File: src/rtl/oc_alu_pkg.sv
// Shared opcode, flag and state definitions for the ones'-complement arithmetic unit.
package oc_alu_pkg;

  localparam logic [1:0] OP_ADD = 2'b00;
  localparam logic [1:0] OP_SUB = 2'b01;
  localparam logic [1:0] OP_MUL = 2'b10;
  localparam logic [1:0] OP_ILL = 2'b11;

  localparam logic [1:0] PR_ZERO = 2'b00;
  localparam logic [1:0] PR_NEG  = 2'b01;
  localparam logic [1:0] PR_POS  = 2'b10;
  localparam logic [1:0] PR_ILL  = 2'b11;

  typedef enum logic [1:0] {
    ST_IDLE = 2'b00,
    ST_CALC = 2'b01,
    ST_FIX  = 2'b10,
    ST_DONE = 2'b11
  } state_t;

endpackage

File: src/rtl/oc_adder.sv
// Combinational W-bit ones'-complement adder: the carry out of the MSB
// is folded back into the LSB (end-around carry).
module oc_adder #(
  parameter int W = 16
) (
  input  logic [W-1:0] x,
  input  logic [W-1:0] y,
  output logic [W-1:0] s
);

  logic [W:0] raw;

  assign raw = {1'b0, x} + {1'b0, y};
  // A second carry cannot arise: raw[W-1:0] is never all ones when raw[W] is set.
  assign s   = raw[W-1:0] + {{(W-1){1'b0}}, raw[W]};

endmodule

File: src/rtl/oc_alu_seq.sv
// Sequential ones'-complement add/sub/mul unit, N-bit operands, 2N-bit result.
// Add/sub finish 2 edges after start, mul after N, illegal opcode at once.
module oc_alu_seq
  import oc_alu_pkg::*;
#(
  parameter int N = 8
) (
  input  logic           clk,
  input  logic           set,
  input  logic           sno,
  input  logic [1:0]     cop,
  input  logic [N-1:0]   a,
  input  logic [N-1:0]   b,
  output logic [2*N-1:0] rr,
  output logic [1:0]     priznak,
  output logic           sko,
  output logic           busy
);

  localparam int             IW     = $clog2(N);
  localparam logic [IW-1:0]  I_LAST = IW'(N - 2);

  state_t          state;
  logic [N-1:0]    ra;
  logic [N-1:0]    rb;
  logic [1:0]      rc;
  logic [IW-1:0]   i;

  logic [2*N-1:0]  ext_a;
  logic [2*N-1:0]  ext_b;
  logic [2*N-1:0]  sum;
  logic [N-2:0]    ma;
  logic [N-2:0]    mb;
  logic [2*N-1:0]  mul_term;
  logic            sg;
  logic [2*N-1:0]  rr_fix;
  logic [1:0]      pr_next;

  // Add/sub operand path; subtraction negates by complementing the extended RB.
  assign ext_a = {{N{ra[N-1]}}, ra};
  assign ext_b = (rc == OP_SUB) ? ~{{N{rb[N-1]}}, rb} : {{N{rb[N-1]}}, rb};

  oc_adder #(.W(2 * N)) u_add (
    .x (ext_a),
    .y (ext_b),
    .s (sum)
  );

  // Multiply works on magnitudes; the sign is reapplied in FIX.
  assign ma       = ra[N-1] ? ~ra[N-2:0] : ra[N-2:0];
  assign mb       = rb[N-1] ? ~rb[N-2:0] : rb[N-2:0];
  assign sg       = ra[N-1] ^ rb[N-1];
  assign mul_term = (2 * N)'(ma) << i;

  always_comb begin
    rr_fix = rr;
    if (rc == OP_MUL) begin
      if (sg && (rr != '0)) rr_fix = ~rr;
    end else if (&rr) begin
      rr_fix = '0;
    end
    if (rr_fix == '0)            pr_next = PR_ZERO;
    else if (rr_fix[2*N-1])      pr_next = PR_NEG;
    else                         pr_next = PR_POS;
  end

  always_ff @(posedge clk or posedge set) begin
    if (set) begin
      state   <= ST_IDLE;
      ra      <= '0;
      rb      <= '0;
      rc      <= '0;
      i       <= '0;
      rr      <= '0;
      priznak <= PR_ZERO;
    end else begin
      case (state)
        ST_IDLE: begin
          if (sno) begin
            ra <= a;
            rb <= b;
            rc <= cop;
            i  <= '0;
            rr <= '0;
            if (cop == OP_ILL) begin
              priznak <= PR_ILL;
              state   <= ST_DONE;
            end else begin
              state   <= ST_CALC;
            end
          end
        end
        ST_CALC: begin
          if (rc == OP_MUL) begin
            if (mb[i]) rr <= rr + mul_term;
            if (i == I_LAST) state <= ST_FIX;
            else             i     <= i + 1'b1;
          end else begin
            rr    <= sum;
            state <= ST_FIX;
          end
        end
        ST_FIX: begin
          rr      <= rr_fix;
          priznak <= pr_next;
          state   <= ST_DONE;
        end
        default: state <= ST_IDLE;
      endcase
    end
  end

  assign sko  = (state == ST_DONE);
  assign busy = (state != ST_IDLE);

endmodule

File: config.mk
export PLATFORM = sky130hd
export DESIGN_NAME = oc_alu_seq
export DESIGN_NICKNAME = d
export VERILOG_FILES = /design/src/rtl/oc_alu_pkg.sv /design/src/rtl/oc_adder.sv /design/src/rtl/oc_alu_seq.sv
export SDC_FILE = /design/constraint.sdc
export NUM_CORES = 1
export LEC_CHECK = 0
export ABC_AREA = 1
export CAP_MARGIN = 20
export CORE_ASPECT_RATIO = 1.75
export CORE_UTILIZATION = 45
export DETAILED_ROUTE_END_ITERATION = 7
export PLACE_DENSITY = 0.67
export SETUP_SLACK_MARGIN = 0.5
export SLEW_MARGIN = 20
export SYNTH_ARGS = -nofsm -noshare
export SYNTH_HDL_FRONTEND = slang
export SYNTH_SLANG_ARGS = --single-unit
File: constraint.sdc
create_clock -name clk -period 3.44 [get_ports clk]
set_input_delay 0.516 -clock clk [delete_from_list [all_inputs] [get_ports clk]]
set_output_delay 0.516 -clock clk [all_outputs]
set_load 0.02 [all_outputs]
Yosys cells after proc, flatten, opt, wreduce, memory -nomap -nowiden. Cells that the tools add are included.

Register bits after elaboration: 41. Bits of input ports: 21. Output and inout port bits: 20. ROM bits: 0. RAM bits: 0. Latch bits: 0. Memories: 0.

$mul: 0. Shifts and indexed selects: 1. Bitwise gates (word level): 5. $add $sub $neg: 4. Reductions and logical operators: 14. Divide/modulo/power cells: 0. $lt $le $gt $ge: 1. Equality and inequality tests: 13. Muxes and demuxes: 26.

Operator list (number): two-way mux 16 bit (7); case mux 16 bit (3 select lines) (1); inverter 16 bit (2); adder 16 x 16 -> 17 bit (1); adder 16 x 1 -> 16 bit (1); adder 16 bit (1); logical NOT 16 bit (1); two-way mux 2 bit (8); AND reduction 16 bit (1); nonzero test 16 bit (1); left shift 7 x 3 -> 16 bit (1); two-way mux 7 bit (2); inverter 7 bit (2); two-way mux 3 bit (3); equality test 2 bit, second input constant (4); != test 2 bit, second input constant (4); != test 3 bit, second input constant (2); case mux 2 bit (3 select lines) (1); case mux 3 bit (2 select lines) (1); AND reduction 3 bit (2); nonzero test 2 bit (3); equality test 2 x 1 -> 1 bit, second input constant (2); < comparator 3 x 4 -> 1 bit, second input constant (1); case mux 2 bit (2 select lines) (1); 10 further kinds (11).

Logic depth before layout (Yosys ltp).
Word-level depth: 7. Gate-level depth with buffers: 28.

Cells and area by module. From an unflattened synthesis, not the netlist that was laid out.

Cell total of the unflattened synthesis: 876. Area total of the unflattened synthesis: 5227.5 µm².

By module, submodules not included: oc_alu_seq (area an instance 3802.4 µm², cells an instance 600, instances 1, seq. area each 1026.0 µm²); oc_adder (area an instance 1425.1 µm², cells an instance 276, instances 1, seq. area each 0.0 µm²).

Worst setup path before layout. Ideal clock, no wire load.

Path kind: register to register. Start: reg rc[1]. End: reg rr[12]. Required time: 3.323 ns. Arrival: 3.322 ns. Setup slack: 0.001 ns. Stages on the path, launching flop included: 27. Clock period less this slack: 3.439 ns. Cell sequence: dfrtp_1 inv_1 nand2_1 xor2_1 ha_1 nand2_1 nand2_1 nand3b_1 nand2_1 nand2_1 inv_1 a21oi_1 fa_1 inv_1 ha_1 ha_1 inv_1 nor2_1 nand3_1 nor2_2 nand3_1 nand2_1 nand2_2 nand3_1 nand2_1 nand2_1 nand2_1.

Longest elaborated chain between the ends: 6.

Ends and longest elaborated chain: start, declared (line oc_alu_seq.sv:26) `logic [1:0] rc;`; start signal, assigned (line oc_alu_seq.sv:82) `rc <= cop;`; equality test 2 x 1 -> 1 bit (line oc_alu_seq.sv:41) `assign ext_b = (rc == OP_SUB) ? ~{{N{rb[N-1]}}, rb} : {{N{rb[N-1]}}, rb};`; two-way mux 16 bit (line oc_alu_seq.sv:41); adder 16 x 16 -> 17 bit (line oc_adder.sv:13) `assign raw = {1'b0, x} + {1'b0, y};`; adder 16 x 1 -> 16 bit (line oc_adder.sv:15) `assign s = raw[W-1:0] + {{(W-1){1'b0}}, raw[W]};`; two-way mux 16 bit (line oc_alu_seq.sv:94) `if (rc == OP_MUL) begin`; case mux 16 bit (3 select lines) (line oc_alu_seq.sv:77) `case (state)`; end signal, assigned (line oc_alu_seq.sv:95) `if (mb[i]) rr <= rr + mul_term;`; end signal, assigned (line oc_alu_seq.sv:99) `rr <= sum;`; end signal, assigned (line oc_alu_seq.sv:104) `rr <= rr_fix;`; end, declared (line oc_alu_seq.sv:14) `output logic [2*N-1:0] rr,`.

Parallel ways exist; a longest one is shown, timed or not. A chain may end at the register's enable or synchronous reset.

Final worst setup path.
Start: reg rc[1]. End: reg rr[11].

The elaborated chain is that of the path after synthesis.

==> metrics <==
run status=completed; MaxCap Viol Count=0; Hold Violations, Final=0; Synth Area in Compound Gates=12.3%; drt wl/cell=16.6 um; synth-to-layout area growth=23.5%; share of cells above drive strength 1=14.2%; worst skew pair latency=0.29 ns; cell mode on critical path=nand2_2; number of synthesized register bits=41; unrepaired setup endpoints after global routing=yes; post-synthesis cell type count=40; startpoint class of the critical path=register; 1st-iter DRT viols=347; Adder-Cell Fraction of Synth Area=10.2%; setup slack, reg-to-reg=0.05 ns; worst slew pin tran=0.819 ns; root buffer cell=clkbuf_16; period utilization=98.5%; syn nets=778; Hold Path Class=register to register; mux cell area share after synthesis=1.34%; crit path max-delay cell type=dfrtp_1; CORE AREA=9590 um^2; CTS tree=done; Clock Sinks=41; final setup violating endpoints=0; die area=10400 um^2; maximum operating frequency=295 MHz; htree depth=2; element type at the critical path end=register; CTS Buf Count=5; synthesized instance count=723; IO buf count=40; end point of the critical path=rr[11]$_DFFE_PP0P_; Layout Skew=0.00738 ns; Antenna Cells=0; Total Routed Length=15100 um; initial antenna violation count=0; first-pass GRT wire length=23700 um; Worst R2R End=rr[11]$_DFFE_PP0P_; routed via count=4982; gpl congestion=1.02; Final Max Slew Viols=0; Final Non-Filler Cells=908; Main synth FF type=dfrtp_1; GRT Residual Overflow=0; worst r2r path cells=28; die width=77.4 um; DPL Wire Length=11700 um; DIE HEIGHT=134 um; slew margin rel.=45.0%; Tot GR Track Use=29.9%; FILL cells=943; dpl cells=877; XOR/XNOR Fraction of Synth Area=3.91%; async set-reset flop share out of synthesis=100%; largest net degree at the start of global routing=31; WP data arrival=3.57 ns; EDFF count, synth=0; maximum root-to-sink buffer count=2; mean post-synth cell area=6.19 um^2; ANT nets after route=0; NumNets Final=840; total area of sequential cells=1030 um^2; Post-Syn Area=4470 um^2; sequential element share of the synthesized area=22.9%; Max FO, Critical Path=7; slowest cell delay on critical path=0.37 ns; Synth Area in Simple Gates=39.3%; Yosys Warn Count=0; Clock transition at path regs=0.07 ns; min-delay src=priznak[1]$_DFFE_PP0P_; minimum clock period=3.39 ns; Initial Util=46.7%; Top Ports=41; kind of critical path=register to register; RR Startpoint=rc[1]$_DFFE_PP0P_; area of the multi-input gates=3200 um^2; largest family of logic cells by synthesized area=simple AND/OR/NAND/NOR gates; number of vias per cell=5.49; DR pass1 iterations=5; standard-cell rows=47; Critical Path Source=rc[1]$_DFFE_PP0P_; vias in the first global route=4750; worst endpoint required time=3.63 ns; # DRC=0
synth_stat cells (all sizes together) (3+ instances only):
cell	n	area, um^2
a21o	3	22.5
a21oi	31	159
buf	13	103
clkbuf	8	40.0
dfrtp	41	1030
fa	4	80.1
ha	30	375
inv	81	304
mux2i	6	60.1
nand2	265	1020
nand3	69	350
nand3b	3	22.5
nand4	5	31.3
nor2	69	289
o211ai	3	22.5
o21ai	54	270
o22ai	4	25.0
or2	5	31.3
xnor2	10	87.6
xor2	10	87.6
routing by layer:
layer	vias to the layer above	routed length, um	global-route usage (%)
met5	-	0	0
met4	0	1370	24.6
met3	68	587	4.35
met2	175	7780	53.7
met1	2298	5370	29.9
li1	2441	-	-
logic make-up after synthesis:
kind of cell,count (synthesis)
AO/OA/AOI/OAI,102
multiplexers,6
buffers and inverters,102
adder cells (fa/ha/maj),34
AND/OR/NAND/NOR,418
XOR/XNOR,20
flip-flops,41
placed cells by master, fill, tap and decap left out, types with 2 or more instances in the layout:
cell type,instances
nand2_1,247
inv_1,69
nor2_1,58
nand3_1,57
o21ai_0,49
dfrtp_1,41
clkdlybuf4s50_1,40
buf_4,36
a21oi_1,28
ha_1,27
nand2_2,15
nand3_2,12
inv_2,11
xnor2_1,9
xor2_1,8
nor2_2,6
mux2i_1,6
o21ai_1,5
nor2_4,5
nand4_1,5
clkbuf_16,5
o22ai_1,4
a21oi_2,3
nand2_4,3
nand3b_1,3
or2_2,3
o211ai_1,3
a21o_1,3
or2_1,2
xor2_2,2
nor3_1,2
a31oi_1,2
fa_1,2
fa_2,2
ha_4,2
stage by stage:
| step | TNS [ns] | setup slack, ns | utilization [%] | hold slack [ns] | area, um^2 |
|---|---|---|---|---|---|
| global route | -1.42 | -0.179 | 57.7 | 0.532 | 5530 |
| floorplan | 0 | 0.243 | - | 0.497 | 4550 |
| global placement | 0 | 0.0779 | 52.8 | 0.467 | 5060 |
| detailed placement | -0.0366 | -0.0313 | 52.8 | 0.478 | 5060 |
| finish | 0 | 0.0525 | 57.7 | 0.488 | 5530 |
| CTS | 0 | 0.159 | 56.3 | 0.493 | 5390 |
critical path: cells and delay by family (launching register included):
family / cells / cell delay (ns)
adder cells (fa/ha/maj): 3 / 0.76
AND/OR/NAND/NOR: 18 / 1.46
buffers and inverters: 5 / 0.45
AO/OA/AOI/OAI: 1 / 0.05
flip-flops: 1 / 0.37
XOR/XNOR: 1 / 0.19
sequential cells by signal, summed over array words and instances, names as in the netlist:
name     cells
rr          16
priznak      2
rc           2
ra           8
i            3
state        2
rb           8
area by class of cell:
| class | instances | area share (%) |
|---|---|---|
| multi-input cells | 580 | 57.9 |
| well taps | 122 | 2.76 |
| flip-flops and latches | 41 | 18.6 |
| clock inverters | 1 | 0.543 |
| clock buffers | 7 | 2.58 |
| repair buffers | 76 | 12.1 |
| inverters | 81 | 5.50 |
worst min path at each step:
stage	endpoint	slack (ns)	cells after the start
after floorplan	ra[2]$_DFFE_PP0P_	0.50	2
after global placement	priznak[1]$_DFFE_PP0P_	0.47	2
after detailed placement	priznak[1]$_DFFE_PP0P_	0.48	2
after CTS	priznak[1]$_DFFE_PP0P_	0.49	2
after global routing	priznak[0]$_DFFE_PP0P_	0.53	2
final	priznak[1]$_DFFE_PP0P_	0.49	2
what timing repair did:
action                                  in CTS  in global routing
hold buffers                                 0                  0
hold endpoints to repair                     0                  0
endpoints found under the setup margin      16                 16
pin swaps                                   18                 16
setup buffers                               14                  9
resized for setup                           13                 15
Power is left out: the tool's default activity adds up to more than one toggle a clock period on the data nets, which glitch-free logic cannot reach.
